===== config.mk =====
export PLATFORM = sky130hd
export DESIGN_NAME = wb_port_arbiter_flat
export DESIGN_NICKNAME = d
export VERILOG_FILES = /design/src/rtl/wb_arb_pkg.sv /design/src/rtl/wb_port_arbiter_if.sv /design/src/rtl/wb_fifo2.sv /design/src/rtl/wb_port_arbiter.sv /design/src/flat_wrapper.sv
export SDC_FILE = /design/constraint.sdc
export NUM_CORES = 1
export LEC_CHECK = 0
export BUFFER_PORTS_ARGS = -buffer_cell sky130_fd_sc_hd__buf_4
export CAP_MARGIN = 20
export CORE_UTILIZATION = 43
export CTS_BUF_LIST = sky130_fd_sc_hd__clkbuf_8
export CTS_CLUSTER_DIAMETER = 30
export DETAILED_ROUTE_END_ITERATION = 8
export PLACE_DENSITY = 0.77
export REMOVE_ABC_BUFFERS = 1
export SETUP_SLACK_MARGIN = 0.15
export SYNTH_ARGS = -nofsm -noshare
export SYNTH_HDL_FRONTEND = slang
export SYNTH_SLANG_ARGS = --single-unit

===== constraint.sdc =====
create_clock -name clk -period 4.7 [get_ports clk]
set_input_delay 0.47 -clock clk [delete_from_list [all_inputs] [get_ports clk]]
set_output_delay 0.47 -clock clk [all_outputs]
set_load 0.01 [all_outputs]

===== src/rtl/wb_arb_pkg.sv =====
// Shared types and constants for the write-back port arbiter.
package wb_arb_pkg;

   localparam int unsigned BUF_DEPTH_C = 2;
   localparam int unsigned RW_W        = 5;
   localparam int unsigned DATA_W      = 32;
   localparam int unsigned CNT_W       = $clog2(BUF_DEPTH_C + 1);

   typedef struct packed {
      logic [RW_W-1:0]   Rw;
      logic [DATA_W-1:0] data;
      logic              fp;
   } wb_entry_t;

   // GPR 0 is hardwired; writes to it are swallowed.
   function automatic logic is_gpr0(input wb_entry_t e);
      return (!e.fp) && (e.Rw == '0);
   endfunction

   function automatic logic same_dest(input wb_entry_t a, input wb_entry_t b);
      return (a.Rw == b.Rw) && (a.fp == b.fp);
   endfunction

endpackage


===== src/rtl/wb_port_arbiter_if.sv =====
// Write-back port bundle: integer pipe, multi-cycle unit, and register-file write side.
interface wb_port_arbiter_if;
   import wb_arb_pkg::*;

   logic              int_we;
   logic [RW_W-1:0]   int_Rw;
   logic [DATA_W-1:0] int_data;
   logic              int_fp;
   logic              mc_valid;
   logic [RW_W-1:0]   mc_Rw;
   logic [DATA_W-1:0] mc_data;
   logic              mc_fp;
   logic              mc_ready;
   logic              reg_we_out;
   logic              freg_we_out;
   logic [RW_W-1:0]   Rw_out;
   logic [DATA_W-1:0] BUS_W;
   logic [DATA_W-1:0] FBUS_W;
   logic              stall_req;

   modport slave (
      input  int_we, int_Rw, int_data, int_fp,
      input  mc_valid, mc_Rw, mc_data, mc_fp,
      output mc_ready, reg_we_out, freg_we_out, Rw_out, BUS_W, FBUS_W, stall_req
   );

   modport master (
      output int_we, int_Rw, int_data, int_fp,
      output mc_valid, mc_Rw, mc_data, mc_fp,
      input  mc_ready, reg_we_out, freg_we_out, Rw_out, BUS_W, FBUS_W, stall_req
   );

endinterface


===== src/rtl/wb_fifo2.sv =====
// Two-entry holding FIFO for multi-cycle results: push, pop oldest, squash by index.
module wb_fifo2
   import wb_arb_pkg::*;
(
   input  logic                   clk,
   input  logic                   reset,
   input  logic                   push,
   input  wb_entry_t              push_data,
   input  logic                   pop,
   input  logic [BUF_DEPTH_C-1:0] squash,
   output wb_entry_t              head,
   output wb_entry_t              second,
   output logic [CNT_W-1:0]       count,
   output logic                   full,
   output logic                   empty
);

   wb_entry_t        mem     [BUF_DEPTH_C];
   wb_entry_t        mem_nxt [BUF_DEPTH_C];
   logic [CNT_W-1:0] cnt, cnt_nxt, kept;
   logic             keep0, keep1;

   // Remove popped/squashed entries, compact survivors to the front, then append.
   always_comb begin
      mem_nxt = mem;
      kept    = '0;
      keep0   = (cnt != '0) && !(pop || squash[0]);
      keep1   = (cnt == CNT_W'(BUF_DEPTH_C)) && !squash[1];
      unique case ({keep1, keep0})
         2'b11:   kept = CNT_W'(2);
         2'b01:   kept = CNT_W'(1);
         2'b10: begin
            mem_nxt[0] = mem[1];
            kept       = CNT_W'(1);
         end
         default: kept = '0;
      endcase
      if (push) begin
         if (kept == '0) mem_nxt[0] = push_data;
         else            mem_nxt[1] = push_data;
      end
      cnt_nxt = kept + CNT_W'(push);
   end

   always_ff @(posedge clk or posedge reset) begin
      if (reset) begin
         cnt <= '0;
         mem <= '{default: '0};
      end else begin
         cnt <= cnt_nxt;
         mem <= mem_nxt;
      end
   end

   assign head   = mem[0];
   assign second = mem[1];
   assign count  = cnt;
   assign full   = (cnt == CNT_W'(BUF_DEPTH_C));
   assign empty  = (cnt == '0);

endmodule


===== src/rtl/wb_port_arbiter.sv =====
// Single write-port arbiter between the integer pipe and a multi-cycle unit.
// Define WB_ARB_PERF_EN to add stall/full performance counters.
module wb_port_arbiter
   import wb_arb_pkg::*;
#(
   parameter int unsigned STARVE_LIMIT = 8,
   parameter int unsigned BUF_DEPTH    = 2
) (
   input  logic clk,
   input  logic reset,
   wb_port_arbiter_if.slave bus
`ifdef WB_ARB_PERF_EN
   ,
   output logic [15:0] perf_stall_cnt,
   output logic [15:0] perf_full_cnt
`endif
);

   localparam int unsigned DEPTH = (BUF_DEPTH == BUF_DEPTH_C) ? BUF_DEPTH : BUF_DEPTH_C;
   localparam int unsigned SC_W  = 8;
   localparam logic [SC_W-1:0] LIMIT_V = SC_W'(STARVE_LIMIT);

   wb_entry_t        int_e, mc_e, wr_e, head, second;
   logic [CNT_W-1:0] count, removed;
   logic             full, empty;
   logic             stall, int_go, pop, ready, accept, bypass, push, wr_v, held;
   logic [DEPTH-1:0] squash;
   logic [SC_W-1:0]  starve_cnt, starve_nxt;

   wb_fifo2 u_fifo (
      .clk       (clk),
      .reset     (reset),
      .push      (push),
      .push_data (mc_e),
      .pop       (pop),
      .squash    (squash),
      .head      (head),
      .second    (second),
      .count     (count),
      .full      (full),
      .empty     (empty)
   );

   // Write selection: starvation stall > integer pipe > oldest buffered > bypass.
   always_comb begin
      int_e  = '{Rw: bus.int_Rw, data: bus.int_data, fp: bus.int_fp};
      mc_e   = '{Rw: bus.mc_Rw,  data: bus.mc_data,  fp: bus.mc_fp};
      stall  = !reset && !empty && (starve_cnt == LIMIT_V);
      int_go = !reset && !stall && bus.int_we;
      pop    = !reset && !empty && (stall || !bus.int_we);
      // A same-destination integer write is younger, so the buffered result is dead.
      squash[0] = int_go && !empty && same_dest(head, int_e);
      squash[1] = int_go && full   && same_dest(second, int_e);
      ready  = !reset && (!full || pop || (|squash));
      accept = bus.mc_valid && ready;
      bypass = accept && empty && !int_go;
      push   = accept && !bypass;

      wr_e = '0;
      if (int_go)      wr_e = int_e;
      else if (pop)    wr_e = head;
      else if (bypass) wr_e = mc_e;
      wr_v = (int_go || pop || bypass) && !is_gpr0(wr_e);

      removed = CNT_W'(pop) + CNT_W'(squash[0]) + CNT_W'(squash[1]);
      held    = push || (count > removed);
      if (pop || !held)              starve_nxt = '0;
      else if (starve_cnt == LIMIT_V) starve_nxt = starve_cnt;
      else                            starve_nxt = starve_cnt + SC_W'(1);
   end

   always_ff @(posedge clk or posedge reset) begin
      if (reset) starve_cnt <= '0;
      else       starve_cnt <= starve_nxt;
   end

   assign bus.mc_ready    = ready;
   assign bus.stall_req   = stall;
   assign bus.reg_we_out  = wr_v && !wr_e.fp;
   assign bus.freg_we_out = wr_v && wr_e.fp;
   assign bus.Rw_out      = wr_v ? wr_e.Rw : '0;
   assign bus.BUS_W       = (wr_v && !wr_e.fp) ? wr_e.data : '0;
   assign bus.FBUS_W      = (wr_v && wr_e.fp)  ? wr_e.data : '0;

`ifdef WB_ARB_PERF_EN
   always_ff @(posedge clk or posedge reset) begin
      if (reset) begin
         perf_stall_cnt <= '0;
         perf_full_cnt  <= '0;
      end else begin
         if (stall && (perf_stall_cnt != '1))
            perf_stall_cnt <= perf_stall_cnt + 16'd1;
         if (bus.mc_valid && !ready && (perf_full_cnt != '1))
            perf_full_cnt <= perf_full_cnt + 16'd1;
      end
   end
`endif

endmodule


===== src/flat_wrapper.sv =====
// flat-port wrapper written by rule: the top's interface ports become plain ports
module wb_port_arbiter_flat import wb_arb_pkg::*;
#(
   parameter int unsigned STARVE_LIMIT = 8,
   parameter int unsigned BUF_DEPTH    = 2
)
  (clk, reset, bus_int_we, bus_int_Rw, bus_int_data, bus_int_fp, bus_mc_valid, bus_mc_Rw, bus_mc_data, bus_mc_fp, bus_mc_ready, bus_reg_we_out, bus_freg_we_out, bus_Rw_out, bus_BUS_W, bus_FBUS_W, bus_stall_req);
  wb_port_arbiter_if bus_i ();
  input  logic clk;
  input  logic reset;
  input wire logic [$bits(bus_i.int_we)-1:0] bus_int_we;
  input wire logic [$bits(bus_i.int_Rw)-1:0] bus_int_Rw;
  input wire logic [$bits(bus_i.int_data)-1:0] bus_int_data;
  input wire logic [$bits(bus_i.int_fp)-1:0] bus_int_fp;
  input wire logic [$bits(bus_i.mc_valid)-1:0] bus_mc_valid;
  input wire logic [$bits(bus_i.mc_Rw)-1:0] bus_mc_Rw;
  input wire logic [$bits(bus_i.mc_data)-1:0] bus_mc_data;
  input wire logic [$bits(bus_i.mc_fp)-1:0] bus_mc_fp;
  output wire logic [$bits(bus_i.mc_ready)-1:0] bus_mc_ready;
  output wire logic [$bits(bus_i.reg_we_out)-1:0] bus_reg_we_out;
  output wire logic [$bits(bus_i.freg_we_out)-1:0] bus_freg_we_out;
  output wire logic [$bits(bus_i.Rw_out)-1:0] bus_Rw_out;
  output wire logic [$bits(bus_i.BUS_W)-1:0] bus_BUS_W;
  output wire logic [$bits(bus_i.FBUS_W)-1:0] bus_FBUS_W;
  output wire logic [$bits(bus_i.stall_req)-1:0] bus_stall_req;
  assign bus_i.int_we = bus_int_we;
  assign bus_i.int_Rw = bus_int_Rw;
  assign bus_i.int_data = bus_int_data;
  assign bus_i.int_fp = bus_int_fp;
  assign bus_i.mc_valid = bus_mc_valid;
  assign bus_i.mc_Rw = bus_mc_Rw;
  assign bus_i.mc_data = bus_mc_data;
  assign bus_i.mc_fp = bus_mc_fp;
  assign bus_mc_ready = bus_i.mc_ready;
  assign bus_reg_we_out = bus_i.reg_we_out;
  assign bus_freg_we_out = bus_i.freg_we_out;
  assign bus_Rw_out = bus_i.Rw_out;
  assign bus_BUS_W = bus_i.BUS_W;
  assign bus_FBUS_W = bus_i.FBUS_W;
  assign bus_stall_req = bus_i.stall_req;
  wb_port_arbiter #(.STARVE_LIMIT(STARVE_LIMIT), .BUF_DEPTH(BUF_DEPTH)) u_core (.clk(clk), .reset(reset), .bus(bus_i));
endmodule

Word-level counts from Yosys, hierarchy flattened
Cells that the tools add are included.
{"block": "totals", "out_inout_bits": 73, "register_bits": 86, "n_memories": 0, "rom_bits": 0, "mem_bits_rw": 0, "in_bits": 80, "latchBits": 0}
{"block": "op_classes", "order_cmp": 1, "eq_ne": 10, "n_mux": 13, "n_div": 0, "mul": 0, "bitwise": 1, "add_sub_neg": 4, "n_shift": 0, "n_reduce_logical": 49}
{"operator": "$mux W38", "n": 6}
{"operator": "$mux W76", "n": 1}
{"operator": "$mux W32", "n": 2}
{"operator": "$logic_and A1 B1 Y1", "n": 22}
{"operator": "$mux W8", "n": 2}
{"operator": "$logic_not A1 Y1", "n": 12}
{"operator": "$eq A5 B5 Y1", "n": 2}
{"operator": "$add A8 B1 Y8 const B", "n": 1}
{"operator": "$eq A8 B4 Y1 const B", "n": 1}
{"operator": "$logic_or A1 B1 Y1", "n": 8}
{"operator": "$eq A2 B2 Y1 const B", "n": 3}
{"operator": "$logic_not A5 Y1", "n": 1}
{"operator": "$mux W5", "n": 1}
{"operator": "$add A2 B1 Y2", "n": 2}
{"operator": "$logic_not A2 Y1", "n": 2}
{"operator": "$pmux W2 S2", "n": 1}
{"operator": "$reduce_or A2 Y1", "n": 2}
{"operator": "$add A1 B1 Y2", "n": 1}
{"operator": "$eq A1 B1 Y1", "n": 2}
{"operator": "$eq A2 B1 Y1 const B", "n": 1}
{"operator": "$gt A2 B2 Y1", "n": 1}
{"operator": "$ne A2 B2 Y1 const B", "n": 1}
{"operator": "$reduce_and A2 Y1", "n": 1}
{"operator": "$reduce_bool A2 Y1", "n": 1}
{"operator": "$not A1 Y1", "n": 1}

Depth between registers and ports, before layout
{"block": "logic_depth", "word_depth": 24, "mapped_depth": 14, "ltp_nobuf": 14}

Modules after synthesis
Synthesis repeated with hierarchy kept, for this count alone.
{"block": "unflattened", "cells_unflattened": 562, "area_unflattened_um2": 5481.5}
{"module": "wb_fifo2", "area_each_um2": 3452.1, "cells_per_inst": 264, "instances": 1}
{"module": "wb_port_arbiter", "area_each_um2": 2029.4, "cells_per_inst": 298, "instances": 1}

Worst setup path before layout
Ideal clock, no wire load.
{"block": "synth_timing", "path_type": "input -> register", "start": "input reset", "end": "register u_core.u_fifo.mem, in the netlist u_core.u_fifo.head[28]", "setup_ns": 0.127, "stages": 10, "arrival_ns": 4.754, "path_buffers": 3, "slack_ns": -0.181, "cell_sequence": "inv_1 o211ai_1 clkbuf_1 nor2_1 or3_1 ha_1 clkbuf_1 clkbuf_1 mux2_2 mux2_1"}
{"item": "start: declaration", "line": "flat_wrapper.sv:10", "rtl": "input logic reset;"}
{"item": "end signal: assignment", "line": "wb_fifo2.sv:51", "rtl": "mem <= mem_nxt;"}
{"item": "end: declaration", "line": "wb_fifo2.sv:18", "rtl": "wb_entry_t mem [BUF_DEPTH_C];"}

Worst setup path in the final report
{"block": "layout_timing", "start": "register u_core.starve_cnt[4]", "end": "output bus_FBUS_W[25]"}
{"block": "layout_between", "elab_chain_cells": 22, "word_cells_on_any_way": 31, "cone_classes": "1 x eq/ne; 4 x mux; 26 x reduce/logical"}
{"item": "start: declaration", "line": "wb_port_arbiter.sv:28", "rtl": "logic [SC_W-1:0] starve_cnt, starve_nxt;"}
{"item": "start signal: assignment", "line": "wb_port_arbiter.sv:74", "rtl": "else starve_cnt <= starve_nxt;"}
{"item": "$eq A8 B4 Y1 *", "line": "wb_port_arbiter.sv:48", "rtl": "stall = !reset && !empty && (starve_cnt == LIMIT_V);"}
{"item": "$logic_and A1 B1 Y1 *", "line": "wb_port_arbiter.sv:48"}
{"item": "$logic_not A1 Y1", "line": "wb_port_arbiter.sv:49", "rtl": "int_go = !reset && !stall && bus.int_we;"}
{"item": "$logic_and A1 B1 Y1 (2 in a row)", "line": "wb_port_arbiter.sv:49"}
{"item": "$logic_and A1 B1 Y1, on equally long branches (2 in a row)", "line": "wb_port_arbiter.sv:52, wb_port_arbiter.sv:53"}
{"item": "$reduce_or A2 Y1", "line": "wb_port_arbiter.sv:54", "rtl": "ready = !reset && (!full || pop || (|squash));"}
{"item": "$logic_or A1 B1 Y1", "line": "wb_port_arbiter.sv:54"}
{"item": "$logic_and A1 B1 Y1", "line": "wb_port_arbiter.sv:54"}
{"item": "(+4 left out)"}
{"item": "$mux W38", "line": "wb_port_arbiter.sv:61", "rtl": "else if (pop) wr_e = head;"}
{"item": "$mux W38", "line": "wb_port_arbiter.sv:60", "rtl": "if (int_go) wr_e = int_e;"}
{"item": "$logic_not A5 Y1 or $logic_not A1 Y1 (tied branches)", "line": "wb_arb_pkg.sv:17", "rtl": "return (!e.fp) && (e.Rw == '0);"}
{"item": "$logic_and A1 B1 Y1", "line": "wb_arb_pkg.sv:17"}
{"item": "$logic_not A1 Y1", "line": "wb_port_arbiter.sv:63", "rtl": "wr_v = (int_go || pop || bypass) && !is_gpr0(wr_e);"}
{"item": "$logic_and A1 B1 Y1", "line": "wb_port_arbiter.sv:63"}
{"item": "$logic_and A1 B1 Y1", "line": "wb_port_arbiter.sv:83", "rtl": "assign bus.FBUS_W = (wr_v && wr_e.fp) ? wr_e.data : '0;"}
{"item": "$mux W32 *", "line": "wb_port_arbiter.sv:83"}
{"item": "end: declaration", "line": "flat_wrapper.sv:24", "rtl": "output wire logic [$bits(bus_i.FBUS_W)-1:0] bus_FBUS_W;"}
Mark *: on every way between the ends. The rest lies on a longest branch, timed or not.

==> summary.txt <==
Clocking
  • Post-CTS Hold Buffers: 0
  • CTS max path bufs: 2
  • CTS clk-pin slew, worst paths: 0.10 ns
  • H-tree depth: 3
  • Total setup buffers inserted after CTS: 0
  • CTS tree: yes
  • CTS buffer count: 9
  • Root buf cell: clkbuf_8
  • Cts repair resizes: 0
  • Num Clock Sinks: 86
  • Worst skew pair latency: 0.36 ns

Worst setup path
  • R2r startpoint: u_core.starve_cnt[0]
  • Critical path's most frequent cell: buf_4
  • Worst path max stage delay: 0.53 ns
  • WS Path Type: register to primary output
  • Worst setup EP type: primary output
  • Reg2Reg Capture Point: u_core.u_fifo.head[22]
  • Req. time, crit path: 4.23 ns
  • CP max stage cell: o211a_1
  • Worst Path Arrival: 3.21 ns
  • Startpoint types: register
  • CP Cell Sequence: nor3_1 > nand4_1 > o211a_1 > buf_4 > a221o_1 > o21ai_4 > nor2_1 > buf_4
  • Crit Path Max Fanout: 33
  • Cell depth of the worst flop-to-flop path: 11
  • Reg2Reg Setup Slack: 1.07 ns

Layout
  • Layout Nets: 712
  • Finished Core Util: 57.52%
  • Flip-flop and latch area: 0.002152 mm²
  • Area Growth Syn to Fin: 28.28%
  • Share of layout cells above drive strength 1: 47.22%
  • Final cell count without fillers: 772
  • Area occupied by multi-input gates: 0.002853 mm²
  • Commonest non-fill, non-tap cell in the layout: buf_4
  • Most frequent cells in the layout: buf_4, mux2_2, dfrtp_1, nor2_1, o21ai_0
  • Ant. Diodes: 0
  • Fillers: 985

Timing
  • Clk_skew: 0.01412 ns
  • Setup TNS Final: 0 ns
  • Final Cycle Share: 78.27%
  • Max-slew violations: 0
  • FMAX: 271.8 MHz
  • RSZ-0062 raised after global routing: false
  • Hold slack: 0.08609 ns
  • Min Tclk post-route: 3.679 ns
  • Worst Tran Pin Value: 1.015 ns
  • # setup viols final: 0
  • Number of hold violations in the final report: 0
  • Rel. slew slack: 32.34%

Power and ir drop
  • Leakage: 3.089 nW
  • PnR Total Power: 3.394 mW
  • Pwr per Cell Area: 510.2 mW/mm²
  • Highest ir drop seen on vdd: 0.0001958 V

Placement
  • Port Buffers: 152
  • Post-detail-place hpwl: 9.223 mm
  • Gp weighted congestion: 0.8697
  • Dpl cells: 755

Run status
  • Status: finished, violations left
  • Violated checks: DRC

Yosys
  • Area leader, netlist: dfrtp_1
  • Xor and xnor fraction of the mapped netlist area: 3.209%
  • Multiplexer share of the synthesized area: 26.20%
  • Post-synthesis simple-gate area fraction: 9.264%
  • Area contributors post-synth: dfrtp_1, mux2_2, a221o_1, nor2_1, mux2_4
  • Top cell type's share of synthesized area: 41.50%
  • Synth warn: 0
  • Avg Cell Area, Syn: 10.69 µm²
  • Post-synth EDFFs: 0
  • Largest family of logic cells by synthesized area: multiplexers
  • Register area share after synthesis: 41.50%
  • Ys flop type: dfrtp_1
  • Post-synthesis adder-cell area fraction: 2.220%
  • Post-synthesis compound-gate area fraction: 13.34%
  • FFs w/ async S/R, synth: 100.0%
  • Yosys reg bits: 86
  • Cells after Synth: 485
  • Syn Std Cell Area: 0.005186 mm²
  • Synth cell types: 37

GRT
  • Largest net degree at the start of global routing: 45
  • Global route overflow: 0
  • Tot GR Track Use: 22.37%
  • Vias in the first global route: 4,437
  • First-pass GRT wire length: 22.31 mm
  • Initial antenna violation count: 0

Route
  • Detail Route Antenna Nets: 0
  • Wire per inst: 17.64 µm
  • Vias/cell: 5.584
  • Routed Wire Length: 13.62 mm
  • Detailed Routing Iterations Pass 1: 6
  • Drt drc: 10
  • Via count: 4,311
  • Iteration-0 DRC Markers: 184

Floorplan
  • Core Region: 0.01156 mm²
  • Initial Util: 44.84%
  • Die area: 0.01250 mm²
  • IO Count: 153
  • Die X: 111.8 µm
  • Die Y: 111.8 µm
  • Cell row count: 39

Hold path
  • Worst Hold Class: input port to asynchronous set/reset pin

Flow run
  • Max-cap violation count: 0
==> worst max-delay path, delay by kind of cell (launching register included) <==
kind | cells | cell delay [ns]
compound gates | 3 | 1.20
buf+inv | 2 | 0.49
flops | 1 | 0.45
simple gates | 3 | 0.69
==> synth_stat cells (3+ instances only) <==
master and n:
a21oi_1 5, a221o_1 33, a22oi_1 5, buf_2 9, buf_6 5, clkbuf_1 20, dfrtp_1 86, ha_1 6
inv_1 11, mux2_1 5, mux2_2 89, mux2_4 20, nand2_1 13, nand4_1 4, nor2_1 82, nor2b_1 3
nor3_1 5, nor4_1 3, o21ai_0 41, o21ai_1 3, xnor2_1 9, xor2_1 10
==> metal layers <==
metal / global-route usage (%) / vias up / wire length (µm)
met4: 6.757 / 0 / 180
li1: - / 2023 / -
met1: 29.60 / 2104 / 5976
met5: 0 / - / 0
met3: 3.702 / 15 / 910
met2: 37.60 / 169 / 6550
==> per-stage QoR <==
stage | instance area, µm² | worst slack (ns)
6_report | 6653 | 1.021
5_1_grt | 6653 | 0.7035
4_1_cts | 6633 | 0.9882
3_5_place_dp | 6442 | 1.129
3_3_place_gp | 6442 | 1.193
2_1_floorplan | 5006 | -2.697
==> how the worst max path moves through the flow <==
| stage | start | to | cells past startpoint |
|---|---|---|---|
| final | u_core.starve_cnt[4] | bus_FBUS_W[25] | 8 |
| after global routing | u_core.starve_cnt[4] | bus_FBUS_W[24] | 8 |
| after CTS | u_core.starve_cnt[4] | bus_FBUS_W[29] | 8 |
| after detailed placement | u_core.starve_cnt[4] | u_core.u_fifo.second[3] | 7 |
| after global placement | u_core.starve_cnt[4] | u_core.u_fifo.second[4] | 7 |
| after floorplan | reset | bus_FBUS_W[0] | 6 |
==> cell type report <==
type	instances	area share [%]
clock buffers	10	2.069
clock inverters	6	0.7899
repair buffers	163	18.58
flip-flops and latches	86	32.35
well taps	143	2.689
multi-input cells	353	42.88
inverters	11	0.6395
==> flip-flops by register name (all words and copies together), names as in the netlist <==
signal                count
u_core.u_fifo.second     38
u_core.starve_cnt         8
u_core.u_fifo.count       2
u_core.u_fifo.head       38
==> where the power goes <==
part	leakage, nW	switching, mW	internal [mW]
sequential	1.04	0.225	1.09
clock	0.0910	0.294	0.214
combinational	1.95	0.681	0.890
==> cell families (layout without fill, tap and decap cells) <==
logic type,after synthesis,in the layout
xor gates and xnor gates,19,19
DFF,86,86
muxes,114,114
and+or+nand+nor,116,116
adders and majority gates,8,8
buffers and inverters,46,190
AOI/OAI and AO/OA,96,96
(Power assumes the default switching activity.)
